[src/rtl/frame_prefetch.sv]
// rtl/frame_prefetch.sv - framebuffer request/prefetch FIFO feeding VGA scan-out.
// Issues paced pixel requests, captures returns after a fixed latency, re-aligns every frame.
module frame_prefetch #(
  parameter int DEPTH        = 4,
  parameter int PIXEL_W      = 4,
  parameter int RD_LATENCY   = 2,
  parameter int REQ_GAP      = 2,
  parameter int RESET_CYCLES = 4
) (
  input  logic                       clk,
  input  logic                       rst,
  input  logic                       frame_start,
  input  logic                       pix_pop,
  output logic                       pix_valid,
  output logic [PIXEL_W-1:0]         pix_data,
  output logic                       underflow,
  output logic [$clog2(DEPTH):0]     level,
  output logic                       frame_next_pixel_out,
  output logic                       frame_reset_out,
  input  logic [PIXEL_W-1:0]         frame_pixel_in
);

  localparam int AW = $clog2(DEPTH);
  localparam int LW = AW + 1;
  localparam int GW = ($clog2(REQ_GAP) > 0) ? $clog2(REQ_GAP) : 1;
  localparam int HW = $clog2(RESET_CYCLES + 1);
  localparam int CW = $clog2(DEPTH + RD_LATENCY + 1) + 1;

  typedef enum logic {S_HOLD, S_RUN} state_t;

  state_t                  state_q, state_d;
  logic [HW-1:0]           hold_q, hold_d;
  logic [GW-1:0]           gap_q, gap_d;
  logic [RD_LATENCY-1:0]   pipe_q, pipe_d;
  logic [AW-1:0]           wr_ptr_q, wr_ptr_d;
  logic [AW-1:0]           rd_ptr_q, rd_ptr_d;
  logic [LW-1:0]           level_q, level_d;
  logic                    underflow_q, underflow_d;
  logic                    valid_q, valid_d;
  logic                    req_q, req_d;
  logic                    rst_out_q, rst_out_d;
  logic [PIXEL_W-1:0]      mem_q [DEPTH];

  logic                    push, pop, wr_en;
  logic [CW-1:0]           occ;

  always_comb begin
    state_d     = state_q;
    hold_d      = hold_q;
    gap_d       = gap_q;
    pipe_d      = pipe_q << 1;
    pipe_d[0]   = req_q;
    wr_ptr_d    = wr_ptr_q;
    rd_ptr_d    = rd_ptr_q;
    level_d     = level_q;
    underflow_d = underflow_q;
    push        = pipe_q[RD_LATENCY-1];
    pop         = pix_pop && (level_q != '0);
    wr_en       = push && !frame_start;

    // gap_q holds the number of cycles still blocked after the last request
    if (req_q)
      gap_d = GW'(REQ_GAP - 1);
    else if (gap_q != '0)
      gap_d = gap_q - GW'(1);

    if (push) wr_ptr_d = wr_ptr_q + AW'(1);
    if (pop)  rd_ptr_d = rd_ptr_q + AW'(1);
    if (push && !pop)
      level_d = level_q + LW'(1);
    else if (pop && !push)
      level_d = level_q - LW'(1);
    if (pix_pop && (level_q == '0))
      underflow_d = 1'b1;

    // the hold count only advances while frame_reset_out is actually driven high
    if (state_q == S_HOLD) begin
      if (rst_out_q && (hold_q == HW'(RESET_CYCLES - 1))) begin
        state_d = S_RUN;
        hold_d  = '0;
      end else if (rst_out_q) begin
        hold_d = hold_q + HW'(1);
      end
    end

    if (frame_start) begin
      state_d     = S_HOLD;
      hold_d      = '0;
      gap_d       = '0;
      pipe_d      = '0;
      wr_ptr_d    = '0;
      rd_ptr_d    = '0;
      level_d     = '0;
      underflow_d = 1'b0;
    end

    occ = CW'(level_d);
    for (int i = 0; i < RD_LATENCY; i++)
      occ = occ + CW'(pipe_d[i]);

    req_d     = (state_d == S_RUN) && (gap_d == '0) && (occ < CW'(DEPTH));
    rst_out_d = (state_d == S_HOLD);
    valid_d   = (level_d != '0);
  end

  always_ff @(posedge clk) begin
    if (rst) begin
      state_q     <= S_HOLD;
      hold_q      <= '0;
      gap_q       <= '0;
      pipe_q      <= '0;
      wr_ptr_q    <= '0;
      rd_ptr_q    <= '0;
      level_q     <= '0;
      underflow_q <= 1'b0;
      valid_q     <= 1'b0;
      req_q       <= 1'b0;
      rst_out_q   <= 1'b0;
    end else begin
      state_q     <= state_d;
      hold_q      <= hold_d;
      gap_q       <= gap_d;
      pipe_q      <= pipe_d;
      wr_ptr_q    <= wr_ptr_d;
      rd_ptr_q    <= rd_ptr_d;
      level_q     <= level_d;
      underflow_q <= underflow_d;
      valid_q     <= valid_d;
      req_q       <= req_d;
      rst_out_q   <= rst_out_d;
    end
  end

  always_ff @(posedge clk) begin
    if (!rst && wr_en)
      mem_q[wr_ptr_q] <= frame_pixel_in;
  end

  assign pix_valid            = valid_q;
  assign pix_data             = (level_q != '0) ? mem_q[rd_ptr_q] : '0;
  assign underflow            = underflow_q;
  assign level                = level_q;
  assign frame_next_pixel_out = req_q;
  assign frame_reset_out      = rst_out_q;

endmodule

[config.mk]
export PLATFORM = sky130hd
export DESIGN_NAME = frame_prefetch
export DESIGN_NICKNAME = d
export VERILOG_FILES = /design/src/rtl/frame_prefetch.sv
export SDC_FILE = /design/constraint.sdc
export NUM_CORES = 1
export LEC_CHECK = 0
export ABC_CLOCK_PERIOD_IN_PS = 4400
export CORE_AREA = 2 2 64 66
export DETAILED_ROUTE_END_ITERATION = 7
export DIE_AREA = 0 0 66 68
export GPL_ROUTABILITY_DRIVEN = 0
export SLEW_MARGIN = 20
export SYNTH_ARGS = -nofsm -noshare
export SYNTH_HDL_FRONTEND = slang
export SYNTH_SLANG_ARGS = --single-unit
[constraint.sdc]
create_clock -name clk -period 4.4 [get_ports clk]
set_input_delay 0.66 -clock clk [delete_from_list [all_inputs] [get_ports clk]]
set_output_delay 0.66 -clock clk [all_outputs]
set_load 0.005 [all_outputs]
==> results of run 1 <==
==> power by group through the flow <==
stage	registers [mW]	clock network [mW]	logic [mW]
6_report	0.342	0.280	0.0182
5_1_grt	0.342	0.299	0.0203
4_1_cts	0.342	0.289	0.0183
3_5_place_dp	0.349	0	0.0183
3_3_place_gp	0.349	0	0.0180
2_1_floorplan	0.349	0	0.00609
==> synth_stat cells <==
| master | instances | area [um^2] |
|---|---|---|
| a21oi_1 | 4 | 20.02 |
| a22oi_1 | 1 | 7.510 |
| a311oi_1 | 1 | 8.760 |
| a31oi_1 | 2 | 12.51 |
| and2_1 | 9 | 56.30 |
| and3_1 | 5 | 31.28 |
| buf_2 | 1 | 5.000 |
| clkbuf_1 | 1 | 3.750 |
| dfxtp_1 | 19 | 380.4 |
| edfxtp_1 | 16 | 480.5 |
| ha_1 | 9 | 112.6 |
| inv_1 | 7 | 26.28 |
| mux2i_1 | 2 | 20.02 |
| mux4_2 | 4 | 90.09 |
| nand2_1 | 4 | 15.01 |
| nand2b_1 | 3 | 18.77 |
| nand3b_1 | 1 | 7.510 |
| nor2_1 | 17 | 63.81 |
| nor2b_1 | 1 | 6.260 |
| nor3_1 | 1 | 5.000 |
| nor4bb_1 | 1 | 10.01 |
| o211a_1 | 1 | 10.01 |
| o21a_1 | 1 | 7.510 |
| o21ai_0 | 2 | 10.01 |
| o22a_1 | 1 | 8.760 |
| o32ai_1 | 1 | 8.760 |
| or2_2 | 1 | 6.260 |
| or4_1 | 1 | 7.510 |
| xnor2_1 | 4 | 35.03 |
| xor2_1 | 1 | 8.760 |
==> through the flow <==
step | area, um^2 | setup WS (ns) | instances | hold WS [ns] | util, %
finish | 1826 | 1.773 | 196 | 0.4500 | 47.34
global route | 1826 | 1.598 | 196 | 0.4706 | 47.34
CTS | 1826 | 1.722 | 196 | 0.4531 | 47.34
detailed placement | 1718 | 2.012 | 188 | 0.4366 | 44.55
global placement | 1718 | 2.068 | 188 | 0.4292 | 44.55
floorplan | 1484 | 2.640 | 122 | 0.4214 | -
==> cell families after synthesis <==
| group | after synthesis | share of synthesized area, % |
|---|---|---|
| multiplexers | 6 | 7.420 |
| buffers and inverters | 9 | 2.361 |
| adder cells (fa/ha/maj) | 9 | 7.589 |
| flip-flops | 35 | 58.01 |
| AND/OR/NAND/NOR | 44 | 15.35 |
| AO/OA/AOI/OAI | 14 | 6.324 |
| XOR/XNOR | 5 | 2.951 |
==> worst max-delay path by stage <==
stage / from / endpoint / slack, ns / cells after the start
detailed placement: pix_pop / frame_next_pixel_out / 2.01 / 6
global placement: pix_pop / frame_next_pixel_out / 2.07 / 6
finish: level[0] / pix_data[0] / 1.77 / 5
floorplan: register / pix_data[0] / 2.64 / 2
CTS: level[0] / pix_data[0] / 1.72 / 5
global route: level[0] / pix_data[1] / 1.60 / 5
==> flip-flops by register name (all words and copies together), names as in the netlist, named ones only <==
signal	flops
underflow	1
wr_ptr_q	2
frame_next_pixel_out	1
pix_valid	1
level	3
frame_reset_out	1
rd_ptr_q	2
pipe_q	2
hold_q	3
state_q	1
mem_q	16
==> routing by layer <==
metal | vias to the layer above | GRT usage [%] | part of all wire [%]
li1 | 476 | - | -
met1 | 433 | 15.77 | 45
met2 | 12 | 23.11 | 49
met3 | 5 | 5.099 | 4.1
met4 | 0 | 5.357 | 1.6
met5 | - | 0 | 0
==> final cells by class <==
cell class,count,area (um^2)
flip-flops and latches,35,860.8
well taps,50,62.56
fillers,379,2031
inverters,7,26.28
clock inverters,3,38.79
clock buffers,5,68.82
multi-input cells,78,588.1
repair buffers,18,180.2
==> results.yml, run 1 <==
timing:
  skew_ns: 0.005218
  fmax_mhz: 380.7
  min_period_ns: 2.627
  slew_viol_final: 0
  fin_crit_sh_pct: 59.70
  rsz0062_at_grt: "false"
  finalSetupTns_ns: 0
  setup_viol_count_final: 0
  hold_violations: 0
  tightest_slew_ns: 0.5164
  slew_headroom_pct: 65.45
route:
  via_per_inst: 4.724
  drc_errors: 0
  wl_per_cell_um: 13.16
  drtIter0Drc: 16
  first_pass_iters: 4
  ant_nets: 0
  drt-total-wl_um: 2580
  vias: 926
clocking:
  cts_setup_buffers: 0
  cts_root_buf: "clkbuf_8"
  cts_buffers: 5
  htree_levels: 2
  cts_max_path_buffers: 2
  clk_pin_slew_ns: 0.07
  cts.sinks: 35
  cts_tree: "built"
  clock_latency_ns: 0.29
  cts_resized: 0
  cts_hold_buf: 0
worst_hold_path:
  hold_class: "register to register"
  holdPathEnd: "pipe_q[1]"
  hold_depth: 1
  hold_start: "pipe_q[0]"
critical_path:
  worstPathCellList: "inv_1 > ha_1 > nand2b_1 > and2_1 > clkdlybuf4s50_1"
  path_max_fanout: 8
  crit-reg2reg-launch: "level[0]"
  crit_buf_inv: 2
  worstSetupPathType: "register to output pin"
  reg2reg_to: "frame_next_pixel_out"
  reg2reg_depth: 9
  cpPeakStageDelay_ns: 0.49
  cp.arrival_ns: 1.97
  critical_path.top_delay_family: "buffers and inverters"
  end_kind: "output pin"
  worstSetupStartpointType: "register"
  worst_path_max_delay_cell: "clkdlybuf4s50_1"
  required_ns: 3.74
  r2r_slack_ns: 2.33
grt:
  antenna_found_initial: 0
  grt_pass1_wl_um: 4326
  grt_pass1_vias: 919
  grt_use_total_pct: 13.63
  grt_overflow_total: 0
  grt_max_degree: 15
pwr:
  p_int_mw: 0.5162
  vdd_drop_max_uv: 216.6
  p_leak_nw: 0.6812
  p_seq_share_pct: 53.4
  power.net_switching_mw: 0.1238
  power_mw: 0.6399
  combPwrFrac_pct: 2.9
  cellPowerDensity_mw_per_mm2: 350.6
  p_sw_share_pct: 19.34
  clkPwrFrac_pct: 43.7
logic_synthesis:
  yosys.cell_types.count: 30
  syn_inst: 122
  postSynthAreaPerCell_um2: 12.16
  yosys_warnings: 0
  ys_ff_latch: 35
  synth.cell_area_mm2: 0.001484
  synth_nets: 139
  yosysSeqAreaShare_pct: 58.01
placed_design:
  place_hpwl_um: 1909
  portBuffers: 18
run:
  drv_cap: 0
floorplan:
  dieArea_mm2: 0.004488
  num_rows: 23
  start_util_pct: 38.48
  core_mm2: 0.003856
  die_x_um: 66
  fp.dieH_um: 68
  num_io_pins: 19
layout:
  n_antenna_cell: 0
  nets: 162
  area_delta_synth_final_pct: 23.02
  drive_gt1_share_pct: 8.219
  mostFrequentLayoutCells: "19 x dfxtp_1, 18 x clkdlybuf4s50_1, 17 x nor2_1, 16 x edfxtp_1"
  mostFrequentLayoutCell: "dfxtp_1"
status:
  status: "finished, final reports clean"
No activity file was read; power rests on OpenSTA's default activity.
==> inputs of run 2 (changes only) <==
--- a/config.mk
+++ b/config.mk
@@ -5,7 +5,7 @@
 export SDC_FILE = /design/constraint.sdc
 export NUM_CORES = 1
 export LEC_CHECK = 0
-export ABC_CLOCK_PERIOD_IN_PS = 4400
+export ABC_CLOCK_PERIOD_IN_PS = 2500
 export CORE_AREA = 2 2 64 66
 export DETAILED_ROUTE_END_ITERATION = 7
 export DIE_AREA = 0 0 66 68
==> constraint.sdc (replaced) <==
create_clock -name clk -period 2.5 [get_ports clk]
set_input_delay 0.375 -clock clk [delete_from_list [all_inputs] [get_ports clk]]
set_output_delay 0.375 -clock clk [all_outputs]
set_load 0.005 [all_outputs]
==> run 2 against run 1 <==
Compared with the run above: setup slack worse by 1.6 ns; combinational power grew 84%; die area is the same; hold slack worse by 0.00075 ns; largest power group unchanged; wire length fell by 1.4%; highest routed layer unchanged; sequential share of layout area fell by 0.38 points; global-route usage fell by 1.1 points.
==> results.yml, run 2 (same netlist as run 1, synthesis figures left out) <==
route:
  via_per_inst: 4.741
  wl_per_cell_um: 12.91
  ant_nets: 0
  vias: 934
  drtIter0Drc: 29
  first_pass_iters: 4
  drt-total-wl_um: 2543
  drc_errors: 0
grt:
  antenna_found_initial: 0
  grt_pass1_wl_um: 4008
  grt_pass1_vias: 878
  grt_use_total_pct: 12.48
  grt_max_degree: 15
  grt_overflow_total: 0
timing:
  skew_ns: 0.004751
  setup_viol_count_final: 0
  fin_crit_sh_pct: 91.69
  slew_headroom_pct: 67.12
  finalSetupTns_ns: 0
  fmax_mhz: 436.3
  slew_viol_final: 0
  min_period_ns: 2.292
  rsz0062_at_grt: "false"
  hold_violations: 0
  hold_ws_ns: 0.4493
  tightest_slew_ns: 0.4925
layout:
  nFillCells: 362
  final_area_mm2: 0.001841
  multi_input_area_um2: 590.6
  largest_register_ffs: 16
  area_delta_synth_final_pct: 24.03
  n_antenna_cell: 0
  mostFrequentLayoutCell: "dfxtp_1"
  mostFrequentLayoutCells: "19 x dfxtp_1, 18 x clkdlybuf4s50_1, 17 x nor2_1, 16 x edfxtp_1"
  drive_gt1_share_pct: 10.20
  seq_area_um2: 860.8
  nets: 163
  top_register: "mem_q"
clocking:
  clk_pin_slew_ns: 0.07
  cts_max_path_buffers: 2
  cts_tree: "built"
  htree_levels: 2
  clock_latency_ns: 0.28
  cts_setup_buffers: 0
  cts_root_buf: "clkbuf_8"
  cts.sinks: 35
  cts_buffers: 5
placed_design:
  portBuffers: 18
  place_hpwl_um: 1864
  place_area_mm2: 0.001725
floorplan:
  die_x_um: 66
  dieArea_mm2: 0.004488
  num_rows: 23
  num_io_pins: 19
  core_mm2: 0.003856
  start_util_pct: 38.48
  fp.dieH_um: 68
critical_path:
  worst_path_max_delay_cell: "mux4_2"
  path_max_fanout: 4
  worstSetupPathType: "register to output pin"
  cp.arrival_ns: 1.92
  cpPeakStageDelay_ns: 0.54
  worstPathCellList: "mux4_2 > and2_1 > clkdlybuf4s50_1"
  worstSetupStartpointType: "register"
  required_ns: 2.12
  end_kind: "output pin"
worst_hold_path:
  hold_class: "register to register"
status:
  status: "finished, final reports clean"
pwr:
  vdd_drop_max_uv: 324.2
  power_mw: 1.143
  cellPowerDensity_mw_per_mm2: 620.9
  p_leak_nw: 0.6882
run:
  drv_cap: 0
-- run 2: layout make-up --
cell class,count,share of cell area [%]
Inverter,7,1.428
Tap cell,50,3.399
Timing Repair Buffer,19,10.20
Sequential cell,35,46.77
Multi-Input combinational cell,78,32.09
Clock inverter,3,2.379
Clock buffer,5,3.739
-- run 2: metal layers --
metal | vias to the layer above | share of wire, % | GRT usage, %
li1 | 476 | - | -
met1 | 445 | 44 | 14.87
met2 | 11 | 52 | 20.58
met3 | 2 | 3.1 | 4.441
met4 | 0 | 0.90 | 5.357
met5 | - | 0 | 0
-- run 2: timing repair --
| item | in CTS | in global routing |
|---|---|---|
| hold buffers | 0 | 0 |
| setup endpoints to repair | 0 | 1 |
| resized for setup | 0 | 1 |
-- run 2: stage by stage --
stage / std cells / worst slack (ns) / utilization [%]
final: 197 / 0.2078 / 47.73
after detailed placement: 189 / 0.3867 / 44.74
after global routing: 197 / 0.09428 / 47.73
after CTS: 197 / 0.1266 / 47.66
after floorplan: 122 / 0.7539 / -
after global placement: 189 / 0.4520 / 44.74
-- run 2: final timing paths --
kind,startpoint,endpoint,slack [ns],cells after the start
worst max-delay path,register,pix_data[0],0.21,3
worst min-delay path,pipe_q[0],pipe_q[1],0.45,1
worst max register to register,level[0],frame_next_pixel_out,0.57,7
worst min register to register,pipe_q[0],pipe_q[1],0.45,1
-- run 2: where the power goes --
part           switching, mW  internal, mW  leakage (nW)
clock                  0.211         0.297        0.0581
sequential           0.00179         0.600         0.297
combinational         0.0157        0.0178         0.333
total                  0.228         0.914         0.688
-- run 2: critical path: cells and delay by family, from the launching register on --
family	cells	cell delay (ns)
muxes	1	0.54
buffers and inverters	1	0.43
DFF	1	0.49
and+or+nand+nor	1	0.17
